### src/rtl/usb_tx.sv
// USB full-speed transmit serializer: SYNC, PID, optional DATA0 payload and CRC16,
// NRZI-encoded with bit stuffing, closed by SE0/SE0/J end-of-packet.
module usb_tx #(
    parameter int CLKS_PER_BIT = 8,
    parameter int MAX_BYTES    = 64
) (
    input  logic       clk,
    input  logic       n_rst,
    input  logic [2:0] tx_packet,
    input  logic [6:0] buffer_occupancy,
    input  logic [7:0] tx_packet_data,
    output logic       get_tx_packet_data,
    output logic       dplus_out,
    output logic       dminus_out,
    output logic       tx_transfer_active,
    output logic       tx_error
);
    localparam int TW = $clog2(CLKS_PER_BIT + 1);
    localparam logic [TW-1:0] T_LAST = TW'(CLKS_PER_BIT - 1);
    localparam logic [7:0] MAX_B = 8'(MAX_BYTES);

    // state/idx point at the next field bit to send, not the one on the line
    localparam logic [2:0] S_IDLE    = 3'd0;
    localparam logic [2:0] S_SYNC    = 3'd1;
    localparam logic [2:0] S_PID     = 3'd2;
    localparam logic [2:0] S_PAYLOAD = 3'd3;
    localparam logic [2:0] S_CRC     = 3'd4;
    localparam logic [2:0] S_EOP     = 3'd5;

    logic [2:0]    state;
    logic [3:0]    idx;
    logic [TW-1:0] timer;
    logic [7:0]    pid_byte;
    logic [7:0]    data_byte;
    logic [6:0]    bytes_left;
    logic          is_data0;
    logic [15:0]   crc;
    logic [2:0]    ones;
    logic          line;
    logic          fetch_bit;

    function automatic logic [7:0] pid_of(input logic [2:0] code);
        case (code)
            3'd1:    pid_of = 8'hC3;
            3'd2:    pid_of = 8'hD2;
            3'd3:    pid_of = 8'h5A;
            3'd4:    pid_of = 8'h1E;
            default: pid_of = 8'h00;
        endcase
    endfunction

    logic legal_code, too_long, start_req, err_req;
    assign legal_code = (tx_packet >= 3'd1) && (tx_packet <= 3'd4);
    assign too_long   = (tx_packet == 3'd1) && ({1'b0, buffer_occupancy} > MAX_B);
    assign start_req  = !tx_transfer_active && legal_code && !too_long;
    assign err_req    = !tx_transfer_active && too_long;

    // Buffer handshake: get_tx_packet_data is high for one cycle while
    // tx_packet_data already shows the byte; it is consumed at the edge ending that cycle.
    logic        stuff, cur_bit, se0, jbit, finish, fetch, payload_bit, fb;
    logic [2:0]  adv_state;
    logic [3:0]  adv_idx;
    logic [7:0]  byte_src;
    logic [15:0] crc_nxt;

    always_comb begin
        stuff       = (ones == 3'd6);
        cur_bit     = 1'b0;
        se0         = 1'b0;
        jbit        = 1'b0;
        finish      = 1'b0;
        fetch       = 1'b0;
        payload_bit = 1'b0;
        adv_state   = state;
        adv_idx     = idx + 4'd1;
        byte_src    = get_tx_packet_data ? tx_packet_data : data_byte;
        case (state)
            S_SYNC: begin
                cur_bit = (idx == 4'd7);
                if (idx == 4'd7) begin
                    adv_state = S_PID;
                    adv_idx   = 4'd0;
                end
            end
            S_PID: begin
                cur_bit = pid_byte[idx[2:0]];
                if (idx == 4'd7) begin
                    adv_idx = 4'd0;
                    if (!is_data0) begin
                        adv_state = S_EOP;
                    end else if (bytes_left != 7'd0) begin
                        adv_state = S_PAYLOAD;
                        fetch     = 1'b1;
                    end else begin
                        adv_state = S_CRC;
                    end
                end
            end
            S_PAYLOAD: begin
                cur_bit     = byte_src[idx[2:0]];
                payload_bit = 1'b1;
                if (idx == 4'd7) begin
                    adv_idx = 4'd0;
                    if (bytes_left != 7'd0) fetch = 1'b1;
                    else adv_state = S_CRC;
                end
            end
            S_CRC: begin
                cur_bit = ~crc[idx];
                if (idx == 4'd15) begin
                    adv_state = S_EOP;
                    adv_idx   = 4'd0;
                end
            end
            S_EOP: begin
                if (idx < 4'd2) se0 = 1'b1;
                else if (idx == 4'd2) jbit = 1'b1;
                else finish = 1'b1;
            end
            default: ;
        endcase
        fb      = cur_bit ^ crc[0];
        crc_nxt = {1'b0, crc[15:1]} ^ (fb ? 16'hA001 : 16'h0000);
    end

    always_ff @(posedge clk or negedge n_rst) begin
        if (!n_rst) begin
            state              <= S_IDLE;
            idx                <= 4'd0;
            timer              <= '0;
            pid_byte           <= 8'h00;
            data_byte          <= 8'h00;
            bytes_left         <= 7'd0;
            is_data0           <= 1'b0;
            crc                <= 16'hFFFF;
            ones               <= 3'd0;
            line               <= 1'b1;
            fetch_bit          <= 1'b0;
            get_tx_packet_data <= 1'b0;
            dplus_out          <= 1'b1;
            dminus_out         <= 1'b0;
            tx_transfer_active <= 1'b0;
            tx_error           <= 1'b0;
        end else begin
            tx_error           <= 1'b0;
            get_tx_packet_data <= 1'b0;
            if (!tx_transfer_active) begin
                timer <= '0;
                if (start_req) begin
                    // first SYNC bit is a 0: the line toggles J -> K right away
                    tx_transfer_active <= 1'b1;
                    state              <= S_SYNC;
                    idx                <= 4'd1;
                    line               <= 1'b0;
                    dplus_out          <= 1'b0;
                    dminus_out         <= 1'b1;
                    ones               <= 3'd0;
                    crc                <= 16'hFFFF;
                    pid_byte           <= pid_of(tx_packet);
                    is_data0           <= (tx_packet == 3'd1);
                    bytes_left         <= buffer_occupancy;
                    fetch_bit          <= 1'b0;
                end else if (err_req) begin
                    tx_error <= 1'b1;
                end
            end else if (timer == T_LAST) begin
                timer <= '0;
                if (get_tx_packet_data) begin
                    data_byte  <= tx_packet_data;
                    bytes_left <= bytes_left - 7'd1;
                end
                if (stuff) begin
                    line       <= ~line;
                    dplus_out  <= ~line;
                    dminus_out <= line;
                    ones       <= 3'd0;
                    fetch_bit  <= 1'b0;
                end else if (finish) begin
                    tx_transfer_active <= 1'b0;
                    state              <= S_IDLE;
                    idx                <= 4'd0;
                    fetch_bit          <= 1'b0;
                end else if (se0) begin
                    dplus_out  <= 1'b0;
                    dminus_out <= 1'b0;
                    ones       <= 3'd0;
                    idx        <= adv_idx;
                    fetch_bit  <= 1'b0;
                end else if (jbit) begin
                    line       <= 1'b1;
                    dplus_out  <= 1'b1;
                    dminus_out <= 1'b0;
                    idx        <= adv_idx;
                    fetch_bit  <= 1'b0;
                end else begin
                    line       <= cur_bit ? line : ~line;
                    dplus_out  <= cur_bit ? line : ~line;
                    dminus_out <= cur_bit ? ~line : line;
                    ones       <= cur_bit ? ones + 3'd1 : 3'd0;
                    if (payload_bit) crc <= crc_nxt;
                    state              <= adv_state;
                    idx                <= adv_idx;
                    fetch_bit          <= fetch;
                    get_tx_packet_data <= fetch && (CLKS_PER_BIT == 1);
                end
            end else begin
                timer              <= timer + 1'b1;
                get_tx_packet_data <= fetch_bit && ((timer + 1'b1) == T_LAST);
            end
        end
    end
endmodule

### config.mk
export PLATFORM = sky130hd
export DESIGN_NAME = usb_tx
export DESIGN_NICKNAME = d
export VERILOG_FILES = /design/src/rtl/usb_tx.sv
export SDC_FILE = /design/constraint.sdc
export NUM_CORES = 1
export LEC_CHECK = 0
export CAP_MARGIN = 15
export CORE_UTILIZATION = 63
export CTS_CLUSTER_DIAMETER = 100
export DETAILED_ROUTE_END_ITERATION = 10
export HOLD_SLACK_MARGIN = 0.02
export PLACE_DENSITY_LB_ADDON = 0.1
export SLEW_MARGIN = 20
export SYNTH_ARGS = -nofsm -noshare
export SYNTH_HDL_FRONTEND = slang
export SYNTH_SLANG_ARGS = --single-unit
### constraint.sdc
create_clock -name clk -period 3.4 [get_ports clk]
set_input_delay 1.02 -clock clk [delete_from_list [all_inputs] [get_ports clk]]
set_output_delay 1.02 -clock clk [all_outputs]
set_load 0.05 [all_outputs]
; ---- Word level (Yosys, flattened, before mapping)
; Cells that the tools add are included.
[op_classes]
add_sub_neg = 4
n_lt_le_gt_ge = 6
n_eq_ne = 33
muxes = 106
bitwise = 5
reduce_logical = 21
[op_table]
columns = cell, n
row1 = two-way mux 16 bit, 9
row2 = two-way mux 3 bit, 22
row3 = two-way mux 1 bit, 53
row4 = two-way mux 4 bit, 9
row5 = case mux 8 bit (4 select lines), 1
row6 = two-way mux 7 bit, 4
row7 = inequality test 4 bit (second input constant), 6
row8 = bitwise XOR 15 x 16 -> 16 bit, 1
row9 = == test 3 x 2 -> 1 bit (second input constant), 4
row10 = == test 3 bit (second input constant), 4
row11 = == test 4 x 3 -> 1 bit (second input constant), 3
row12 = case mux 3 bit (4 select lines), 1
row13 = AND reduction 11 bit, 1
row14 = inequality test 2 bit (second input constant), 5
row15 = AND reduction 3 bit, 3
row16 = adder 4 x 1 -> 4 bit (second input constant), 2
row17 = two-way mux 8 bit, 1
row18 = case mux 4 bit (2 select lines), 1
row19 = AND reduction 4 bit, 2
row20 = greater-than comparator 7 bit (second input constant), 1
row21 = AND reduction 7 bit, 1
row22 = nonzero test 7 bit, 1
row23 = subtractor 7 x 1 -> 7 bit (second input constant), 1
row24 = binary-select mux 1 bit (select 3 bit), 2
row25 = other kinds (23), 37
[word_totals]
ff_bits = 61
in_bits = 20
output_inout_bits = 5
wordCells = 191

; ---- Logic depth before layout (Yosys ltp)
[logic_depth]
depth_word = 14
depth_mapped = 9
ltp_nobuf = 8

; ---- Least setup slack after synthesis
; OpenSTA, ideal clock, no wires.
[synth_timing]
path_kind = input-to-reg
startpoint = input port buffer_occupancy[5]
endpoint = register line
setup_ps = 79
arrival_time_ps = 2894
t_required_ps = 3321
slack_ps = 426
path_stages = 7
n_path_buf = 1
path_cell_list = or4_4 -> o311ai_4 -> a31oi_4 -> or2_0 -> buf_2 -> a221o_1 -> a22o_1
[synth_between]
elab_chain_len = 6
[synth_rtl]
columns = element, line
row1 = "start, declared", 10  ; input logic [6:0] buffer_occupancy,
row2 = greater-than comparator 7 bit, 54  ; assign too_long = (tx_packet == 3'd1) && ({1'b0, buffer_occupancy} > MAX_B);
row3 = logical AND 1 bit, 54
row4 = zero test 1 bit, 55  ; assign start_req = !tx_transfer_active && legal_code && !too_long;
row5 = logical AND 1 bit, 55
row6 = nonzero test 2 bit (no source line), --
row7 = AND reduction 4 bit (no source line), --
row8 = "end signal, assigned", 173  ; line <= ~line;
row9 = "end signal, assigned", 196  ; line <= cur_bit ? line : ~line;
row10 = "end, declared", 39  ; logic line;
; Every way passes these cells.
; A chain may end at the register's enable or synchronous reset.

; ---- Worst setup path after layout
; Same ends and word-level chain as after synthesis.

==> results.md <==
Clock tree:
- The number of H-tree branching levels is 3.
- The longest clock path from root to sink contains 2 buffers.
- Clock-pin slew was measured on the worst setup and hold paths at 0.07 ns.
- The root buffer selected by CTS is clkbuf_8.
- The worst-skew pair later-pin latency is 0.34 ns.
- Clock tree synthesis found a total of 60 sinks.
- The post-cts sizing count is 0.
- The clock tree from TritonCTS is done.
- The post-CTS repair timing setup buffer count is 0.
- The TritonCTS buffer count is 9.
- For this design, the CTS-stage hold fixing added 0 buffers.

Yosys:
- The count of unique library cells instantiated by Yosys is 56.
- The fraction of registers with async set/reset is 100%.
- The fraction of synthesized cell area taken by the top area cell type is 30.2%.
- Counting flops with a built-in enable in the synthesized netlist gives 0.
- Ranked by total cell area, the synthesized netlist is headed by dfrtp_1 (30%), dfstp_2 (14%), o21ai_0 (6.5%).
- The number of nets in the synthesized netlist is 389.
- The register bit total from synthesis is 60.
- The average instance in the mapped netlist occupies 9.61 um^2.
- The synthesis warning total is 0.
- Of the synthesized area, sequential elements account for 43.8%.
- The biggest area consumer among synthesized cells is dfrtp_1.
- The primary flip-flop cell chosen by synthesis mapping is dfrtp_1.
- The mapped cell area is 3480 um^2.
- The instance count of the mapped netlist is 362.

Layout:
- Leaving out fill and tap cells, the most frequent cells in the layout are o21ai_0 (45), dfrtp_1 (42), nor2_1 (27), nand2_1 (27), inv_1 (26).
- Leaving out fill and tap cells, the most frequent cell in the layout is o21ai_0.
- The number of antenna diodes in the final layout is 0.
- Summing all multi-input logic gate instances after layout gives 1770 um^2.
- The layout net count is 418.
- Compared with the post-synthesis result, the final layout area differs by 16.4%.
- The area of all sequential standard cells is 1520 um^2.
- The fraction of final layout cells sized beyond drive strength 1 is 20.2%.
- The number of fill cells is 374.
- The final core utilization is 77.8%.

Placement:
- After legalization and detailed placement, the total HPWL measured 5440 um.
- At the end of routability-driven placement, the weighted congestion stood at 0.914.
- Port buffering added 24 buffers.

Route:
- The average wire per cell in the routed design is 16.2 um.
- After detailed routing, the number of remaining DRC violations is 0.
- The residual antenna-violating net count after detailed routing is 0.
- For this block, the initial DRC count from the detailed router was 238.
- Detailed routing inserted a total of 2874 vias.
- After detailed routing, the total wire length is 7530 um.
- Dividing the detail-routed via count by the number of cells gives 6.17.
- Before antenna repair, the detailed router went through 5 iterations.

Hold path:
- The hold-critical path depth is 1.
- The capture endpoint of the worst hold path is pid_byte[1]$_DFFE_PN0P_.
- The source of the worst hold timing path is pid_byte[1]$_DFFE_PN0P_.
- The path category of the worst min-delay check is reg2reg.

STA:
- Counting I/O delays and the setup requirement, the final critical path takes 3.06 ns.
- For the pin with the worst max-slew slack, the measured transition is 0.680 ns.
- Setup repair after global routing left no endpoint under its margin.
- The setup-violating endpoint count in the final report is 0.
- The total count of max-transition violations in the final report is 0.
- After layout, the worst path uses 90.0% of the clock period.
- The number of failing hold endpoints at the final stage came to 0.
- The maximum operating frequency is 0.327 GHz.
- The worst clock skew is 0.00697 ns.
- Headroom to the max-slew limit came out at 54.7%.
- The setup TNS after final layout is 0 ns.

Worst setup path:
- The logic depth of the worst register-to-register path is 7.
- For the worst setup path, the data arrival time is 3.33 ns.
- STA classifies the critical path endpoint as a register.
- The worst path required time is 3.67 ns.
- Across all register-to-register paths, the minimum setup slack is 0.82 ns.
- The capturing point of the worst reg2reg path is crc[0]$_DFFE_PN1P_.
- The highest fanout seen on the critical path is 5.
- The worst setup path is launched from a primary input.
- The startpoint of the worst register-to-register path is idx[1]$_DFFE_PN0P_.
- The startpoint-to-endpoint class of the critical path is in2reg.

Global routing:
- The initial antenna violation count was 0.
- The global-route wire length before repair is 13100 um.
- Global routing finished with a remaining overflow of 0.
- The maximum number of pins on one net before global-route repair is 31.
- The number of global-route vias before repair is 2740.
- Across every metal layer, demand over resource in global routing totals 29.0%.

Die:
- The initial cell density of the core is 66.8%.
- The number of top-level pins is 25.
- Measured along the y axis, the die boundary spans 76.3 um.
- In this run the horizontal extent of the chip is 76.3 um.
- The area of the die is 5820 um^2.
- The core footprint is 5200 um^2.
- The initialized floorplan defines 26 standard-cell rows.

Run:
- The number of max-cap violations is 0.

Power:
- The static leakage power is 0.00177 uW.
- For this design the ratio of total power to cell area is 371 nW/um^2.
- VDD sags by at most 0.000318 V.
- The total power is 1500 uW.

Status:
- The run finished with clean final reports.
area by class of cell:
class | instances | area share (%)
Timing Repair Buffer | 39 | 8.59
Clock inverter | 7 | 2.47
Clock buffer | 9 | 3.06
Sequential cell | 60 | 37.6
Inverter | 26 | 2.41
Multi-Input combinational cell | 255 | 43.7
Tap cell | 70 | 2.16
routing by layer:
| metal | share of wire (%) | track usage, % |
|---|---|---|
| met2 | 50 | 47.3 |
| met1 | 42 | 37.6 |
| met5 | 0 | 0 |
| met4 | 1.8 | 11.9 |
| met3 | 6.2 | 6.35 |
report_power, final:
part	internal, uW	switching [uW]
Sequential	719	2.20
Combinational	32.0	30.1
Clock	416	304
Total	1170	337
synthesized netlist by cell type, drive strengths merged (2+ instances only):
cell	n
a21o	5
a21oi	22
a221o	3
a31oi	3
and2	3
and4b	2
buf	7
clkbuf	14
dfrtp	42
dfstp	18
ha	7
inv	26
mux2	13
mux2i	5
mux4	8
nand2	27
nand2b	5
nand3	15
nand3b	4
nor2	27
nor2b	4
nor3	11
nor4	2
o211ai	4
o21ai	45
o21bai	2
o22ai	6
o31ai	3
or2	2
or3	2
xnor2	5
state kept, by name (all words and copies together) (netlist names):
name                flops
bytes_left              7
crc                    16
data_byte               8
dminus_out              1
dplus_out               1
fetch_bit               1
get_tx_packet_data      1
idx                     4
is_data0                1
line                    1
ones                    3
pid_byte                7
state                   3
timer                   4
tx_error                1
tx_transfer_active      1
logic make-up after synthesis:
| family | count (synthesis) | synth area share [%] |
|---|---|---|
| simple gates | 112 | 16.4 |
| compound gates | 103 | 18.9 |
| flops | 60 | 43.8 |
| buf+inv | 47 | 5.36 |
| mux | 26 | 10.8 |
| xor+xnor | 7 | 2.16 |
| fa+ha+maj | 7 | 2.52 |
how the worst max path moves through the flow:
stage	startpoint	depth (start not counted)	slack, ns	endpoint
4_1_cts	buffer_occupancy[5]	7	0.36	line$_DFFE_PN1P_
6_report	buffer_occupancy[5]	7	0.34	line$_DFFE_PN1P_
3_5_place_dp	buffer_occupancy[5]	7	-0.004	line$_DFFE_PN1P_
2_1_floorplan	buffer_occupancy[5]	7	0.43	line$_DFFE_PN1P_
5_1_grt	buffer_occupancy[5]	8	0.26	dminus_out$_DFFE_PN0P_
3_3_place_gp	buffer_occupancy[5]	7	0.04	line$_DFFE_PN1P_
critical path, cell delays in order:
cell,delay [ns]
clkdlybuf4s50_1,0.42
or4_4,0.55
o311ai_4,0.32
a31oi_4,0.16
or2_0,0.33
a221o_1,0.29
a22o_1,0.23
through the flow:
stage | instance area, um^2 | instances | setup slack, ns | hold slack [ns]
global placement | 3820 | 450 | 0.0380 | 0.449
global route | 4050 | 466 | 0.261 | 0.514
detailed placement | 3820 | 450 | -0.00448 | 0.464
CTS | 4050 | 466 | 0.364 | 0.483
floorplan | 3480 | 362 | 0.426 | 0.429
finish | 4050 | 466 | 0.339 | 0.483
Note: power is estimated with default switching activity, not from simulation.
